<file path="src/rtl/alu_pkg.sv">
// Shared types and constants for the RV32I ALU issue stage: fn3 encoding,
// opcodes, funct7 values, the issued-entry record and the stage states.
package alu_pkg;

  typedef enum logic [2:0] {
    ADD_SUB     = 3'd0,
    SLL         = 3'd1,
    SLT         = 3'd2,
    SLTU        = 3'd3,
    XOR         = 3'd4,
    SHIFT_RIGHT = 3'd5,
    OR          = 3'd6,
    AND         = 3'd7
  } operations_e;

  localparam logic [6:0] OPC_OP     = 7'b0110011;
  localparam logic [6:0] OPC_OP_IMM = 7'b0010011;
  localparam logic [6:0] OPC_LUI    = 7'b0110111;
  localparam logic [6:0] OPC_AUIPC  = 7'b0010111;

  localparam logic [6:0] FUNCT7_ZERO = 7'h00;
  localparam logic [6:0] FUNCT7_ALT  = 7'h20;

  typedef struct packed {
    logic [31:0] a;
    logic [31:0] b;
    operations_e fn3;
    logic        fn7_bit5;
    logic [4:0]  rd;
    logic        illegal;
    logic [31:0] pc;
  } issue_entry_t;

  typedef enum logic [1:0] {
    ST_EMPTY = 2'd0,
    ST_ONE   = 2'd1,
    ST_FULL  = 2'd2
  } issue_state_e;

  function automatic logic is_shift(operations_e fn3);
    return (fn3 == SLL) || (fn3 == SHIFT_RIGHT);
  endfunction

endpackage

</file>
<file path="src/rtl/alu_issue_if.sv">
// Fetch-side and execute-side handshake bundle of the ALU issue stage.
// master = the issue stage itself, slave = its surrounding pipeline.
interface alu_issue_if;
  import alu_pkg::*;

  logic        in_valid;
  logic        in_ready;
  logic [31:0] in_instr;
  logic [31:0] in_pc;
  logic [31:0] in_rs1_data;
  logic [31:0] in_rs2_data;

  logic        out_valid;
  logic        out_ready;
  logic [31:0] out_a;
  logic [31:0] out_b;
  operations_e out_fn3;
  logic        out_fn7_bit5;
  logic [4:0]  out_rd;
  logic        out_illegal;
  logic [31:0] out_pc;

  modport master (
    input  in_valid, in_instr, in_pc, in_rs1_data, in_rs2_data, out_ready,
    output in_ready, out_valid, out_a, out_b, out_fn3, out_fn7_bit5, out_rd,
           out_illegal, out_pc
  );

  modport slave (
    output in_valid, in_instr, in_pc, in_rs1_data, in_rs2_data, out_ready,
    input  in_ready, out_valid, out_a, out_b, out_fn3, out_fn7_bit5, out_rd,
           out_illegal, out_pc
  );

endinterface

</file>
<file path="src/rtl/alu_issue_decode.sv">
// Combinational RV32I OP/OP-IMM/LUI/AUIPC decode into an issue entry.
// ALU_ISSUE_ILLEGAL_CHECK_EN enables opcode/funct7 validation.
module alu_issue_decode
  import alu_pkg::*;
(
  input  logic [31:0]  i_instr,
  input  logic [31:0]  i_pc,
  input  logic [31:0]  i_rs1_data,
  input  logic [31:0]  i_rs2_data,
  output issue_entry_t o_entry
);

`ifdef ALU_ISSUE_ILLEGAL_CHECK_EN
  localparam bit CHECK_EN = 1'b1;
`else
  localparam bit CHECK_EN = 1'b0;
`endif

  logic [6:0]  w_opcode;
  logic [6:0]  w_funct7;
  operations_e w_fn3;
  logic [31:0] w_imm_i;
  logic [31:0] w_imm_u;
  logic        w_shift;

  assign w_opcode = i_instr[6:0];
  assign w_funct7 = i_instr[31:25];
  assign w_fn3    = operations_e'(i_instr[14:12]);
  assign w_imm_i  = {{20{i_instr[31]}}, i_instr[31:20]};
  assign w_imm_u  = {i_instr[31:12], 12'b0};
  assign w_shift  = is_shift(w_fn3);

  always_comb begin
    // NOTE: every field gets a default before the case so no path leaves a latch.
    o_entry    = '0;
    o_entry.pc = i_pc;
    o_entry.rd = i_instr[11:7];
    case (w_opcode)
      OPC_OP: begin
        // The ALU shifts by all of b, so shift amounts are trimmed here.
        o_entry.a        = i_rs1_data;
        o_entry.b        = w_shift ? {27'b0, i_rs2_data[4:0]} : i_rs2_data;
        o_entry.fn3      = w_fn3;
        o_entry.fn7_bit5 = i_instr[30];
        o_entry.illegal  = CHECK_EN &&
          !((w_funct7 == FUNCT7_ZERO) ||
            ((w_funct7 == FUNCT7_ALT) && ((w_fn3 == ADD_SUB) || (w_fn3 == SHIFT_RIGHT))));
      end
      OPC_LUI: begin
        o_entry.b = w_imm_u;
      end
      OPC_AUIPC: begin
        o_entry.a = i_pc;
        o_entry.b = w_imm_u;
      end
      default: begin
        if (CHECK_EN && (w_opcode != OPC_OP_IMM)) begin
          o_entry.illegal = 1'b1;
        end else begin
          o_entry.a        = i_rs1_data;
          o_entry.b        = w_shift ? {27'b0, i_instr[24:20]} : w_imm_i;
          o_entry.fn3      = w_fn3;
          o_entry.fn7_bit5 = (w_fn3 == SHIFT_RIGHT) && i_instr[30];
          o_entry.illegal  = CHECK_EN &&
            (((w_fn3 == SLL) && (w_funct7 != FUNCT7_ZERO)) ||
             ((w_fn3 == SHIFT_RIGHT) && (w_funct7 != FUNCT7_ZERO) && (w_funct7 != FUNCT7_ALT)));
        end
      end
    endcase
    if (o_entry.illegal) o_entry.rd = '0;
  end

endmodule

</file>
<file path="src/rtl/alu_issue.sv">
// Two-entry (main + skid) registered issue stage feeding the ALU.
// Build option: ALU_ISSUE_ILLEGAL_CHECK_EN (see alu_issue_decode).
module alu_issue
  import alu_pkg::*;
#(
  parameter int               XLEN         = 32,
  parameter logic [XLEN-1:0]  RESET_PC_TAG = '0
) (
  input logic         clk,
  input logic         rst_n,
  input logic         flush,
  alu_issue_if.master bus
);

  localparam issue_entry_t IDLE_ENTRY = '{
    a: '0, b: '0, fn3: ADD_SUB, fn7_bit5: 1'b0, rd: '0, illegal: 1'b0, pc: RESET_PC_TAG
  };

  issue_state_e r_state, w_next_state;
  logic         r_in_ready;
  issue_entry_t r_main, r_skid, w_dec, w_out;
  logic         w_accept, w_fire;
  logic         w_load_main_dec, w_load_main_skid, w_load_skid;

  alu_issue_decode u_decode (
    .i_instr    (bus.in_instr),
    .i_pc       (bus.in_pc),
    .i_rs1_data (bus.in_rs1_data),
    .i_rs2_data (bus.in_rs2_data),
    .o_entry    (w_dec)
  );

  assign w_accept = bus.in_valid & r_in_ready;
  assign w_fire   = bus.out_valid & bus.out_ready;

  always_comb begin
    w_next_state     = r_state;
    w_load_main_dec  = 1'b0;
    w_load_main_skid = 1'b0;
    w_load_skid      = 1'b0;
    case (r_state)
      ST_EMPTY: if (w_accept) begin
        w_next_state    = ST_ONE;
        w_load_main_dec = 1'b1;
      end
      ST_ONE: begin
        if (w_accept && w_fire) begin
          w_load_main_dec = 1'b1;
        end else if (w_accept) begin
          w_next_state = ST_FULL;
          w_load_skid  = 1'b1;
        end else if (w_fire) begin
          w_next_state = ST_EMPTY;
        end
      end
      ST_FULL: if (w_fire) begin
        w_next_state     = ST_ONE;
        w_load_main_skid = 1'b1;
      end
      default: w_next_state = ST_EMPTY;
    endcase
    if (flush) begin
      w_next_state     = ST_EMPTY;
      w_load_main_dec  = 1'b0;
      w_load_main_skid = 1'b0;
      w_load_skid      = 1'b0;
    end
  end

  // NOTE: state uses <= so every register samples pre-edge values together.
  always_ff @(posedge clk or negedge rst_n) begin
    if (!rst_n) begin
      r_state    <= ST_EMPTY;
      r_in_ready <= 1'b1;
      r_main     <= IDLE_ENTRY;
    end else begin
      r_state    <= w_next_state;
      r_in_ready <= (w_next_state != ST_FULL);
      if (w_load_main_dec)       r_main <= w_dec;
      else if (w_load_main_skid) r_main <= r_skid;
    end
  end

  // NOTE: skid payload needs no reset; it is only read after being written in ONE.
  always_ff @(posedge clk) begin
    if (w_load_skid) r_skid <= w_dec;
  end

  assign w_out = (r_state == ST_EMPTY) ? IDLE_ENTRY : r_main;

  assign bus.in_ready     = r_in_ready;
  assign bus.out_valid    = (r_state != ST_EMPTY);
  assign bus.out_a        = w_out.a;
  assign bus.out_b        = w_out.b;
  assign bus.out_fn3      = w_out.fn3;
  assign bus.out_fn7_bit5 = w_out.fn7_bit5;
  assign bus.out_rd       = w_out.rd;
  assign bus.out_illegal  = w_out.illegal;
  assign bus.out_pc       = w_out.pc;

endmodule

</file>
<file path="src/flat_wrapper.sv">
// flat-port wrapper written by rule: the top's interface ports become plain ports
module alu_issue_flat import alu_pkg::*;
#(
  parameter int               XLEN         = 32,
  parameter logic [XLEN-1:0]  RESET_PC_TAG = '0
)
  (clk, rst_n, flush, bus_in_valid, bus_in_instr, bus_in_pc, bus_in_rs1_data, bus_in_rs2_data, bus_out_ready, bus_in_ready, bus_out_valid, bus_out_a, bus_out_b, bus_out_fn3, bus_out_fn7_bit5, bus_out_rd, bus_out_illegal, bus_out_pc);
  alu_issue_if bus_i ();
  input logic clk;
  input logic rst_n;
  input logic flush;
  input wire logic [$bits(bus_i.in_valid)-1:0] bus_in_valid;
  input wire logic [$bits(bus_i.in_instr)-1:0] bus_in_instr;
  input wire logic [$bits(bus_i.in_pc)-1:0] bus_in_pc;
  input wire logic [$bits(bus_i.in_rs1_data)-1:0] bus_in_rs1_data;
  input wire logic [$bits(bus_i.in_rs2_data)-1:0] bus_in_rs2_data;
  input wire logic [$bits(bus_i.out_ready)-1:0] bus_out_ready;
  output wire logic [$bits(bus_i.in_ready)-1:0] bus_in_ready;
  output wire logic [$bits(bus_i.out_valid)-1:0] bus_out_valid;
  output wire logic [$bits(bus_i.out_a)-1:0] bus_out_a;
  output wire logic [$bits(bus_i.out_b)-1:0] bus_out_b;
  output wire logic [$bits(bus_i.out_fn3)-1:0] bus_out_fn3;
  output wire logic [$bits(bus_i.out_fn7_bit5)-1:0] bus_out_fn7_bit5;
  output wire logic [$bits(bus_i.out_rd)-1:0] bus_out_rd;
  output wire logic [$bits(bus_i.out_illegal)-1:0] bus_out_illegal;
  output wire logic [$bits(bus_i.out_pc)-1:0] bus_out_pc;
  assign bus_i.in_valid = bus_in_valid;
  assign bus_i.in_instr = bus_in_instr;
  assign bus_i.in_pc = bus_in_pc;
  assign bus_i.in_rs1_data = bus_in_rs1_data;
  assign bus_i.in_rs2_data = bus_in_rs2_data;
  assign bus_i.out_ready = bus_out_ready;
  assign bus_in_ready = bus_i.in_ready;
  assign bus_out_valid = bus_i.out_valid;
  assign bus_out_a = bus_i.out_a;
  assign bus_out_b = bus_i.out_b;
  assign bus_out_fn3 = bus_i.out_fn3;
  assign bus_out_fn7_bit5 = bus_i.out_fn7_bit5;
  assign bus_out_rd = bus_i.out_rd;
  assign bus_out_illegal = bus_i.out_illegal;
  assign bus_out_pc = bus_i.out_pc;
  alu_issue #(.XLEN(XLEN), .RESET_PC_TAG(RESET_PC_TAG)) u_core (.clk(clk), .rst_n(rst_n), .flush(flush), .bus(bus_i));
endmodule
</file>
<file path="config.mk">
export PLATFORM = sky130hd
export DESIGN_NAME = alu_issue_flat
export DESIGN_NICKNAME = d
export VERILOG_FILES = /design/src/rtl/alu_pkg.sv /design/src/rtl/alu_issue_if.sv /design/src/rtl/alu_issue_decode.sv /design/src/rtl/alu_issue.sv /design/src/flat_wrapper.sv
export SDC_FILE = /design/constraint.sdc
export NUM_CORES = 1
export LEC_CHECK = 0
export BUFFER_PORTS_ARGS = -buffer_cell sky130_fd_sc_hd__buf_2
export CORE_AREA = 2 2 140 142
export DETAILED_ROUTE_END_ITERATION = 8
export DIE_AREA = 0 0 142 144
export PLACE_DENSITY_LB_ADDON = 0.05
export SYNTH_ARGS = -nofsm -noshare
export SYNTH_HDL_FRONTEND = slang
export SYNTH_SLANG_ARGS = --single-unit
export TNS_END_PERCENT = 10
</file>
<file path="constraint.sdc">
create_clock -name clk -period 4.56 [get_ports clk]
set_input_delay 0.456 -clock clk [delete_from_list [all_inputs] [get_ports clk]]
set_output_delay 0.456 -clock clk [all_outputs]
set_load 0.02 [all_outputs]
</file>
; Word level (Yosys, flattened, before mapping)
; Cells that the tools add are included.
[word_totals]
in_bits = 133
register_bits = 214
output_inout_bits = 108
[op_classes]
reduce_logical = 7
mux = 25
n_bitwise = 2
eq_ne = 8
[op_table]
columns = op, count
row1 = 2-to-1 mux 106 bit, 3
row2 = case mux 32 bit (2 select lines), 2
row3 = 2-to-1 mux 32 bit, 2
row4 = == test 7 x 6 -> 1 bit (second input constant), 2
row5 = 2-to-1 mux 2 bit, 6
row6 = 2-to-1 mux 1 bit, 9
row7 = case mux 4 bit (2 select lines), 1
row8 = == test 7 x 5 -> 1 bit (second input constant), 1
row9 = case mux 2 bit (3 select lines), 1
row10 = nonzero test 2 bit, 2
row11 = == test 3 x 1 -> 1 bit (second input constant), 1
row12 = == test 3 bit (second input constant), 1
row13 = AND 1 bit, 2
row14 = == test 2 x 1 -> 1 bit (second input constant), 1
row15 = == test 2 bit (second input constant), 1
row16 = logical AND 1 bit, 2
row17 = logical NOT 2 bit, 1
row18 = inequality test 2 bit (second input constant), 1
row19 = case mux 1 bit (2 select lines), 1
row20 = OR reduction 2 bit, 1
row21 = logical OR 1 bit, 1

; Longest topological paths before layout
; Gate-level depths: netlist (run 1).
[logic_depth]
ltp_word = 8
mapped_depth = 6
mapped_depth_nobuf = 4

; By module
; A second synthesis (run 1) with hierarchy kept.
[hier_totals]
hier_cells = 762
area_unflattened_um2 = 10032.1
[by_module_without_submodules]
columns = mod, cells_each, area_each_um2, seq_area_each_um2, instances
row1 = alu_issue, 595, 8637.0, 5911.9, 1
row2 = alu_issue_decode, 167, 1395.1, 0.0, 1

; Least setup slack after synthesis (run 1)
; Ideal clock, no wire load.
[synth_path]
path_kind = reg-to-reg
from = register u_core.r_in_ready (netlist: u_core.bus.in_ready)
to = register u_core.r_skid[0] (netlist bit) (enable)
period_less_slack_ns = 3.436
setup_time_ns = 0.459
required_time_ns = 4.101
path_slack_ns = 1.124
arrival_time_ns = 2.977
stages_incl_launch_ff = 4
path_cell_list = dfstp_2 and4bb_1 nand2_1 inv_1
[synth_between]
elab_chain_cells = 5
elab_cells_between_ends = 6
[synth_rtl]
columns = item, line_no
row1 = from (decl), alu_issue.sv:20  ; logic r_in_ready;
row2 = from (signal assigned), alu_issue.sv:78  ; r_in_ready <= (w_next_state != ST_FULL);
row3 = AND 1 bit *, alu_issue.sv:33  ; assign w_accept = bus.in_valid & r_in_ready;
row4 = 2-to-1 mux 1 bit or logical AND 1 bit (tied branches), "alu_issue.sv:49, alu_issue.sv:47"
row5 = 2-to-1 mux 1 bit *, alu_issue.sv:47  ; if (w_accept && w_fire) begin
row6 = 2-to-1 mux 1 bit *, alu_issue.sv:41  ; case (r_state)
row7 = 2-to-1 mux 1 bit *, alu_issue.sv:62  ; if (flush) begin
row8 = net u_core.w_load_skid, alu_issue.sv:23  ; logic w_load_main_dec, w_load_main_skid, w_load_skid;
row9 = to (signal assigned), alu_issue.sv:86  ; if (w_load_skid) r_skid <= w_dec;
row10 = to (decl), alu_issue.sv:21  ; issue_entry_t r_main, r_skid, w_dec, w_out;
; Mark *: on every way through the listed nets, which the timed path passes. The rest lies on a longest branch.
; A chain may end at the register's enable or synchronous reset.

; Worst setup path after layout (run 1)
[layout_path]
from = register u_core.r_state[1]
to = output bus_out_b[10]
[layout_between]
elab_chain_cells = 2
[layout_rtl]
columns = item, line_no
row1 = from (decl), alu_issue.sv:19  ; issue_state_e r_state, w_next_state;
row2 = from (signal assigned), alu_issue.sv:77  ; r_state <= w_next_state;
row3 = logical NOT 2 bit, alu_issue.sv:89  ; assign w_out = (r_state == ST_EMPTY) ? IDLE_ENTRY : r_main;
row4 = 2-to-1 mux 106 bit, alu_issue.sv:89
row5 = to (decl), flat_wrapper.sv:21  ; output wire logic [$bits(bus_i.out_b)-1:0] bus_out_b;
; Every way passes these cells.

==> results.md, run 1 <==
- Run status: finished clean
- Total of cells resized after clock tree synthesis: 0
- Number of cell rows: a little over 50
- Worst Path Arrival: ~2600 ps
- Critical path startpoint category: flop
- Capturing element type of the critical path: output port
- Pwr per Cell Area: a little over 400 nW/um2
- Total DRC errors in the routed layout: 0
- Sum of negative setup slack: 0 ps
- Setup slack of the most critical reg-to-reg path: 1980 ps
- Core box area: ~19000 um2
- Relative slew margins: 33.54%
- Worst hold margin: between 100 and 150 ps
- Width of the chip: between 100 and 150 um
- Final number of hold-violating endpoints: 0
- Top cells by area in the synthesized netlist: edfxtp_1 31%, dfrtp_1 27%, nand2_1 10%
- Layout cell share with drive strength beyond 1: 26.09%
- Fin. max-slew vios: 0
- Number of buffers on the longest clock path: 3
- Clock tree from TritonCTS: built
- Clock tree root buffer cell: clkbuf_16
- Detailed Route WL: roughly 27000 um
- Yosys cell types: slightly above 50
- Total Routing Usage GR: ~26%
- Mean area per synthesized cell: just over 10 um2
- Number of diodes: 0
- R2R Path Start: u_core.r_state[1]
- Min-Delay Startpoint: bus_in_instr[9]
- Clock Latency Late Sink: a little over 500 ps
- IR Drop Worst-Case VDD: ~0.32 mV
- Final worst-path cycle share: between 60 and 70%
- FF+latch count, synth: between 200 and 250
- Vias per inst: approximately 5.6
- R2r endpoint: u_core.r_skid[37]
- Floorplan die height: ~140 um
- Critical path class: flop to output port
- Biggest cell delay along the critical path: ~630 ps
- TritonCTS Buffers: 24
- Router iterations before antenna repair: 5
- Critical Path RT: slightly above 4000 ps
- Master of the slowest instance on the critical path: buf_4
- Synth Cell Area: approximately 10000 um2
- Final Critical Period: about 3100 ps
- Residual antenna-violating net count after detailed routing: 0
- CP Cell Sequence: or2_2, buf_4, and2_1, buf_2
- Detailed placer's ending HPWL: roughly 17000 um
- Largest net degree at the start of global routing: 76
- Share of the synthesized area in the top cell type: a little under a third
- Classification of the worst-slack hold path: primary input to flop
- Leakage dissipation: 5.638 nW
- Fraction of registers with async set/reset: about half
- Max Clock Freq: around 330 MHz
- Buffering stage count on the worst path with inverters included: 2
- Initial antenna violation count: 1
- Drt first-iter violations: 493
- Ys flop type: dfrtp_1
- Post-synthesis sequential area ratio: 58.07%
- Worst Setup EP: bus_out_b[10]
- Cell type group with the largest total delay on the critical path: buffers and inverters
- RSZ-0062 raised after global routing: no
- Via count of the first global-routing pass: between 7000 and 8000
- Cell area after layout: between 10000 and 15000 um2
- Leading area contributor after synthesis: edfxtp_1
- Final weighted congestion in routability-driven placement: roughly 0.88
- Number of cells on the worst reg-to-reg path: 4
- Total nets after synthesis: 1107
- Layout Skew: 10.03 ps
- First-pass GRT wire length: about 42000 um
- Starting Density: 52.86%
- Number of buffers inserted by post-CTS setup repair: 0
- Critical Path Start: u_core.r_state[1]
- Clk pin slew, worst setup/hold paths: 60 ps
- Number of gates on the worst path with buffers counted: 4
- Number of endpoints failing setup at the final stage: 0
- Worst-margin pin slew: approximately 1000 ps
- Wirelength per Cell: around 19 um
- Cell count after synthesis: ~1000
- Die Outline Area: 20450 um2
- Dpl cell area: between 10000 and 15000 um2
- Number of port buffers: approximately 240
- Most frequently used cell type in the post-synthesis netlist: nand2_1
- Max Cap Viol: 0
- IO Pins: about 240
- Count of warnings emitted by yosys: 0
- Layout area overhead: 20.18%
- EDFF count, synth: ~110
- CTS H-tree lvls: 1
- Nets: 1309
- Overall via count from detail_route: around 8000
- Commonest cells in the netlist: 279 x nand2_1, 113 x and2_1, 107 x dfrtp_1
- Biggest fanout along the worst timing path: between 70 and 80
- TritonCTS sink count: about 210
- Global route overflow: 0
-- cells in the final DEF (no fill, tap or decap), types with 2 or more instances in the layout --
cell | Yosys | routed
a21o_1 | 8 | 8
a21oi_1 | 5 | 5
a22o_1 | 7 | 7
a22oi_1 | 60 | 60
a31oi_1 | 32 | 32
a32o_1 | 10 | 10
a32oi_1 | 8 | 8
and2_1 | 113 | 112
and3_1 | 33 | 33
buf_2 | 16 | 238
buf_4 | 4 | 13
clkbuf_1 | 47 | 3
clkbuf_16 | 0 | 25
clkbuf_8 | 0 | 4
clkinv_2 | 0 | 7
dfrtp_1 | 107 | 107
edfxtp_1 | 105 | 105
inv_1 | 8 | 7
nand2_1 | 279 | 278
nand2_2 | 1 | 2
nand2b_1 | 3 | 3
nand3_1 | 15 | 15
nor2_1 | 6 | 6
nor2b_1 | 3 | 3
o211ai_1 | 10 | 10
o21a_1 | 13 | 13
o21ai_0 | 10 | 10
o31a_1 | 3 | 3
o31a_2 | 2 | 2
o32ai_1 | 6 | 6
or3b_1 | 28 | 28
or3b_2 | 4 | 4
-- layer usage --
metal,vias up,global-route usage [%],routed length [um]
met3,27,5.662,2132
met5,-,0,13
li1,3832,-,-
met4,2,5.316,293
met1,3886,37.46,11880
met2,282,40.88,12360
-- report_power, final --
part / internal [mW] / leakage [nW] / total, mW / switching, mW
Combinational: 0.347 / 3.03 / 0.866 / 0.519
Clock: 1.06 / 0.376 / 1.82 / 0.760
Sequential: 2.22 / 2.23 / 2.31 / 0.0923
Total: 3.63 / 5.64 / 5.00 / 1.37
-- area by class of cell --
type	instances	area, um2
Fill cell	1597	6958
Sequential cell	213	5857
Multi-Input combinational cell	677	3886
Timing Repair Buffer	252	1299
Clock buffer	32	691.9
Tap cell	238	297.8
Clock inverter	10	57.56
Inverter	8	32.53
-- worst min path at each step --
stage	to	slack [ps]	cells past startpoint
floorplan	u_core.r_main[0]	160	0
global placement	u_core.r_main[3]	440	2
detailed placement	u_core.r_main[16]	450	2
CTS	u_core.r_skid[35]	120	1
global route	u_core.r_skid[35]	130	1
finish	u_core.r_skid[35]	140	1
-- flip-flops by register name, indices dropped and copies added, names as in the netlist --
name                 flops
u_core.r_main          105
u_core.r_state           2
u_core.r_skid          105
u_core.bus.in_ready      1
-- through the flow --
stage	power [mW]	utilization, %	instances	setup slack [ps]
after global routing	5.239	63.53	1430	1293
after global placement	3.202	59.55	1387	1821
after floorplan	2.896	-	974	1124
after CTS	5.043	63.53	1430	1451
final	5.004	63.53	1430	1501
after detailed placement	3.216	59.55	1387	1742
-- worst reg2reg max path: stages, from the launching register on --
cell      delay [ps]
dfrtp_1          480
and4bb_1         440
nand2_1          150
inv_4            690
buf_4            480
-- cell families (layout without fill, tap and decap cells) --
logic type / Yosys count / after routing / synth area share [%]
AND/OR/NAND/NOR: 494 / 494 / 24.62
flip-flops: 213 / 213 / 58.07
AO/OA/AOI/OAI: 181 / 181 / 13.45
buffers and inverters: 84 / 302 / 3.722
other: 1 / 1 / 0.03718
multiplexers: 1 / 1 / 0.09925
-- timing repair --
| item | 4_1_cts | 5_1_grt |
|---|---|---|
| hold endpoints to repair | 35 | 0 |
| endpoints found under the setup margin | 0 | 0 |
| hold buffers | 1 | 0 |
Power figures use the tool's default switching activity.
==> run 2: changes to the inputs <==
--- a/config.mk
+++ b/config.mk
@@ -5,10 +5,11 @@
 export SDC_FILE = /design/constraint.sdc
 export NUM_CORES = 1
 export LEC_CHECK = 0
+export ABC_AREA = 1
 export BUFFER_PORTS_ARGS = -buffer_cell sky130_fd_sc_hd__buf_2
-export CORE_AREA = 2 2 140 142
+export CORE_AREA = 2 2 145 147
 export DETAILED_ROUTE_END_ITERATION = 8
-export DIE_AREA = 0 0 142 144
+export DIE_AREA = 0 0 147 149
 export PLACE_DENSITY_LB_ADDON = 0.05
 export SYNTH_ARGS = -nofsm -noshare
 export SYNTH_HDL_FRONTEND = slang
==> constraint.sdc (replaced) <==
create_clock -name clk -period 2.6 [get_ports clk]
set_input_delay 0.26 -clock clk [delete_from_list [all_inputs] [get_ports clk]]
set_output_delay 0.26 -clock clk [all_outputs]
set_load 0.02 [all_outputs]
==> run 2 against run 1 <==
Against the previous run:
- core utilization decreased by 2.7 points
- total power increased by 74%
- clock skew decreased by 4.3 ps
==> results.md, run 2 <==
- R2R Path Start: u_core.r_state[0]
- Critical path startpoint category: flop
- Count of filler cells inserted in the layout: 1927
- Classification of the worst-slack hold path: primary input to flop
- Final weighted congestion in routability-driven placement: 0.8239
- Worst Setup EP: bus_out_a[20]
- Total nets after synthesis: 1274
- Top cells by area in the synthesized netlist: edfxtp_1 32%, dfrtp_1 27%, nand2_1 13%
- Number of endpoints failing setup at the final stage: 0
- Worst Path Arrival: about 2100 ps
- Worst hold margin: 62.55 ps
- Total Routing Usage GR: 24.76%
- Setup Slack @ Placement: 675.1 ps
- Final Critical Period: between 2000 and 2500 ps
- Ys flop type: dfrtp_1
- Global route overflow: 0
- Most used cells in the layout excluding fill and tap cells: 353 x nand2_1, 238 x buf_2, 169 x nor2_1
- Mean area per synthesized cell: ~8.6 um2
- Worst-margin pin slew: approximately 900 ps
- Via count of the first global-routing pass: 8288
- Final number of hold-violating endpoints: 0
- Yosys cell types: 25
- Clock tree from TritonCTS: built
- EDFF count, synth: ~110
- Cell area after layout: between 10000 and 15000 um2
- Final worst-path cycle share: between 90% and 100%
- Synth Cell Area: 9862 um2
- Most frequently used cell type in the post-synthesis netlist: nand2_1
- Layout area overhead: 26.76%
- Setup WS post-layout: approximately 240 ps
- Starting Density: approximately 48%
- Number of diodes: 0
- Critical Path RT: about 2300 ps
- Width of the chip: 147 um
- FF+latch area: around 5900 um2
- Dpl cell area: between 10000 and 15000 um2
- FF+latch count, synth: approximately 210
- Overall via count from detail_route: ~8300
- Commonest cells in the netlist: 354 x nand2_1, 170 x nor2_1, 133 x inv_1
- Detailed Route WL: roughly 27000 um
- Clk pin slew, worst setup/hold paths: around 60 ps
- Min-Delay Startpoint: bus_in_rs1_data[16]
- Router iterations before antenna repair: 5
- Biggest fanout along the worst timing path: 49
- Layout Skew: ~5.7 ps
- Total of cells resized after clock tree synthesis: 0
- Critical Path Start: u_core.r_state[0]
- Clock tree root buffer cell: clkbuf_16
- Setup slack of the most critical reg-to-reg path: 680 ps
- Count of warnings emitted by yosys: 0
- Clock Latency Late Sink: 500 ps
- Wirelength per Cell: 15.83 um
- Hold buffers post-CTS: 39
- Final standard cell count with taps included and fillers excluded: between 1500 and 2000
- IO Pins: 241
- Largest net degree at the start of global routing: 67
- Floorplan die height: roughly 150 um
- Most common library cell in the layout ignoring fill and taps: nand2_1
- Leading area contributor after synthesis: edfxtp_1
- Fraction of registers with async set/reset: between 50% and 60%
- Share of the synthesized area in the top cell type: between 30% and 40%
- Number of port buffers: 239
- Relative slew margins: 40.07%
- IR Drop Worst-Case VDD: 0.4804 mV
- TritonCTS Buffers: 23
- Layout cell share with drive strength beyond 1: 22.36%
- R2r endpoint: u_core.r_main[20]
- RSZ-0062 raised after global routing: no
- Total power after layout: ~8.7 mW
- Run status: finished clean
- Post-synthesis sequential area ratio: between 50% and 60%
- Number of buffers inserted by post-CTS setup repair: 0
- Regs by FF count: u_core.r_main: 105 flops, u_core.r_skid: 105 flops, u_core.r_state: 2 flops
- Number of buffers on the longest clock path: 3
- TritonCTS sink count: 213
- Multi-input combinational cell area: between 3000 and 4000 um2
- Cell count after synthesis: ~1100
- Detailed placer's ending HPWL: about 17000 um
- Vias per inst: between 4 and 5
- Pwr per Cell Area: 694.6 nW/um2
- Max Clock Freq: 424.0 MHz
- CTS H-tree lvls: 1
- Max Cap Viol: 0
- Core box area: 20560 um2
- Number of cell rows: 53
- Residual antenna-violating net count after detailed routing: 0
- Capturing element type of the critical path: output port
- Initial antenna violation count: 0
- Die Outline Area: 21900 um2
- First-pass GRT wire length: ~44000 um
- Nets: around 1500
- Dpl cells: approximately 1600
- Number of cells on the worst reg-to-reg path: 6
- Fin. max-slew vios: 0
- Critical path class: flop to output port
- Leakage dissipation: about 6.1 nW
- Total DRC errors in the routed layout: 0
- Drt first-iter violations: about 600
## run 2: through the flow
| step | utilization, % | setup TNS (ps) |
|---|---|---|
| after floorplan | - | -20680 |
| after CTS | 60.81 | 0 |
| final | 60.81 | 0 |
| after global placement | 55.30 | 0 |
| after detailed placement | 55.30 | 0 |
| after global routing | 60.81 | 0 |
## run 2: final cells by class
| cell class | instances | area share (%) |
|---|---|---|
| Inverter | 139 | 4.204 |
| Clock inverter | 4 | 0.5905 |
| Clock buffer | 37 | 5.345 |
| Tap cell | 275 | 2.752 |
| Sequential cell | 213 | 46.85 |
| Multi-Input combinational cell | 724 | 25.36 |
| Timing Repair Buffer | 301 | 14.89 |
## run 2: kinds of logic after synthesis
group	count (synthesis)	synth area share (%)
AND/OR/NAND/NOR	615	25.41
flip-flops	213	59.39
buffers and inverters	204	8.665
AO/OA/AOI/OAI	108	6.496
other	1	0.03802
## run 2: critical path, stage by stage, from the launching register on
cell	delay (ps)
dfrtp_1	450
inv_1	60
nand2_1	100
clkinv_2	290
buf_12	300
nor2_1	180
buf_2	190
## run 2: report_power, final
part | switching [mW] | total, mW | internal [mW]
Sequential | 0.0829 | 3.95 | 3.87
Combinational | 0.967 | 1.50 | 0.536
Clock | 1.27 | 3.23 | 1.95
## run 2: worst min-delay path by stage
| stage | to | depth (start not counted) |
|---|---|---|
| 2_1_floorplan | u_core.r_main[0] | 0 |
| 3_3_place_gp | u_core.r_main[4] | 1 |
| 3_5_place_dp | u_core.r_main[4] | 1 |
| 4_1_cts | u_core.r_skid[50] | 3 |
| 5_1_grt | u_core.r_skid[50] | 3 |
| 6_report | u_core.r_skid[90] | 3 |
## run 2: layer usage
metal | track usage, % | wire length, um | vias up
li1 | - | - | 4129
met1 | 35.10 | 12140 | 3875
met2 | 41.29 | 12570 | 295
met3 | 3.272 | 1734 | 28
met4 | 5.385 | 344 | 0
met5 | 0 | 0 | -
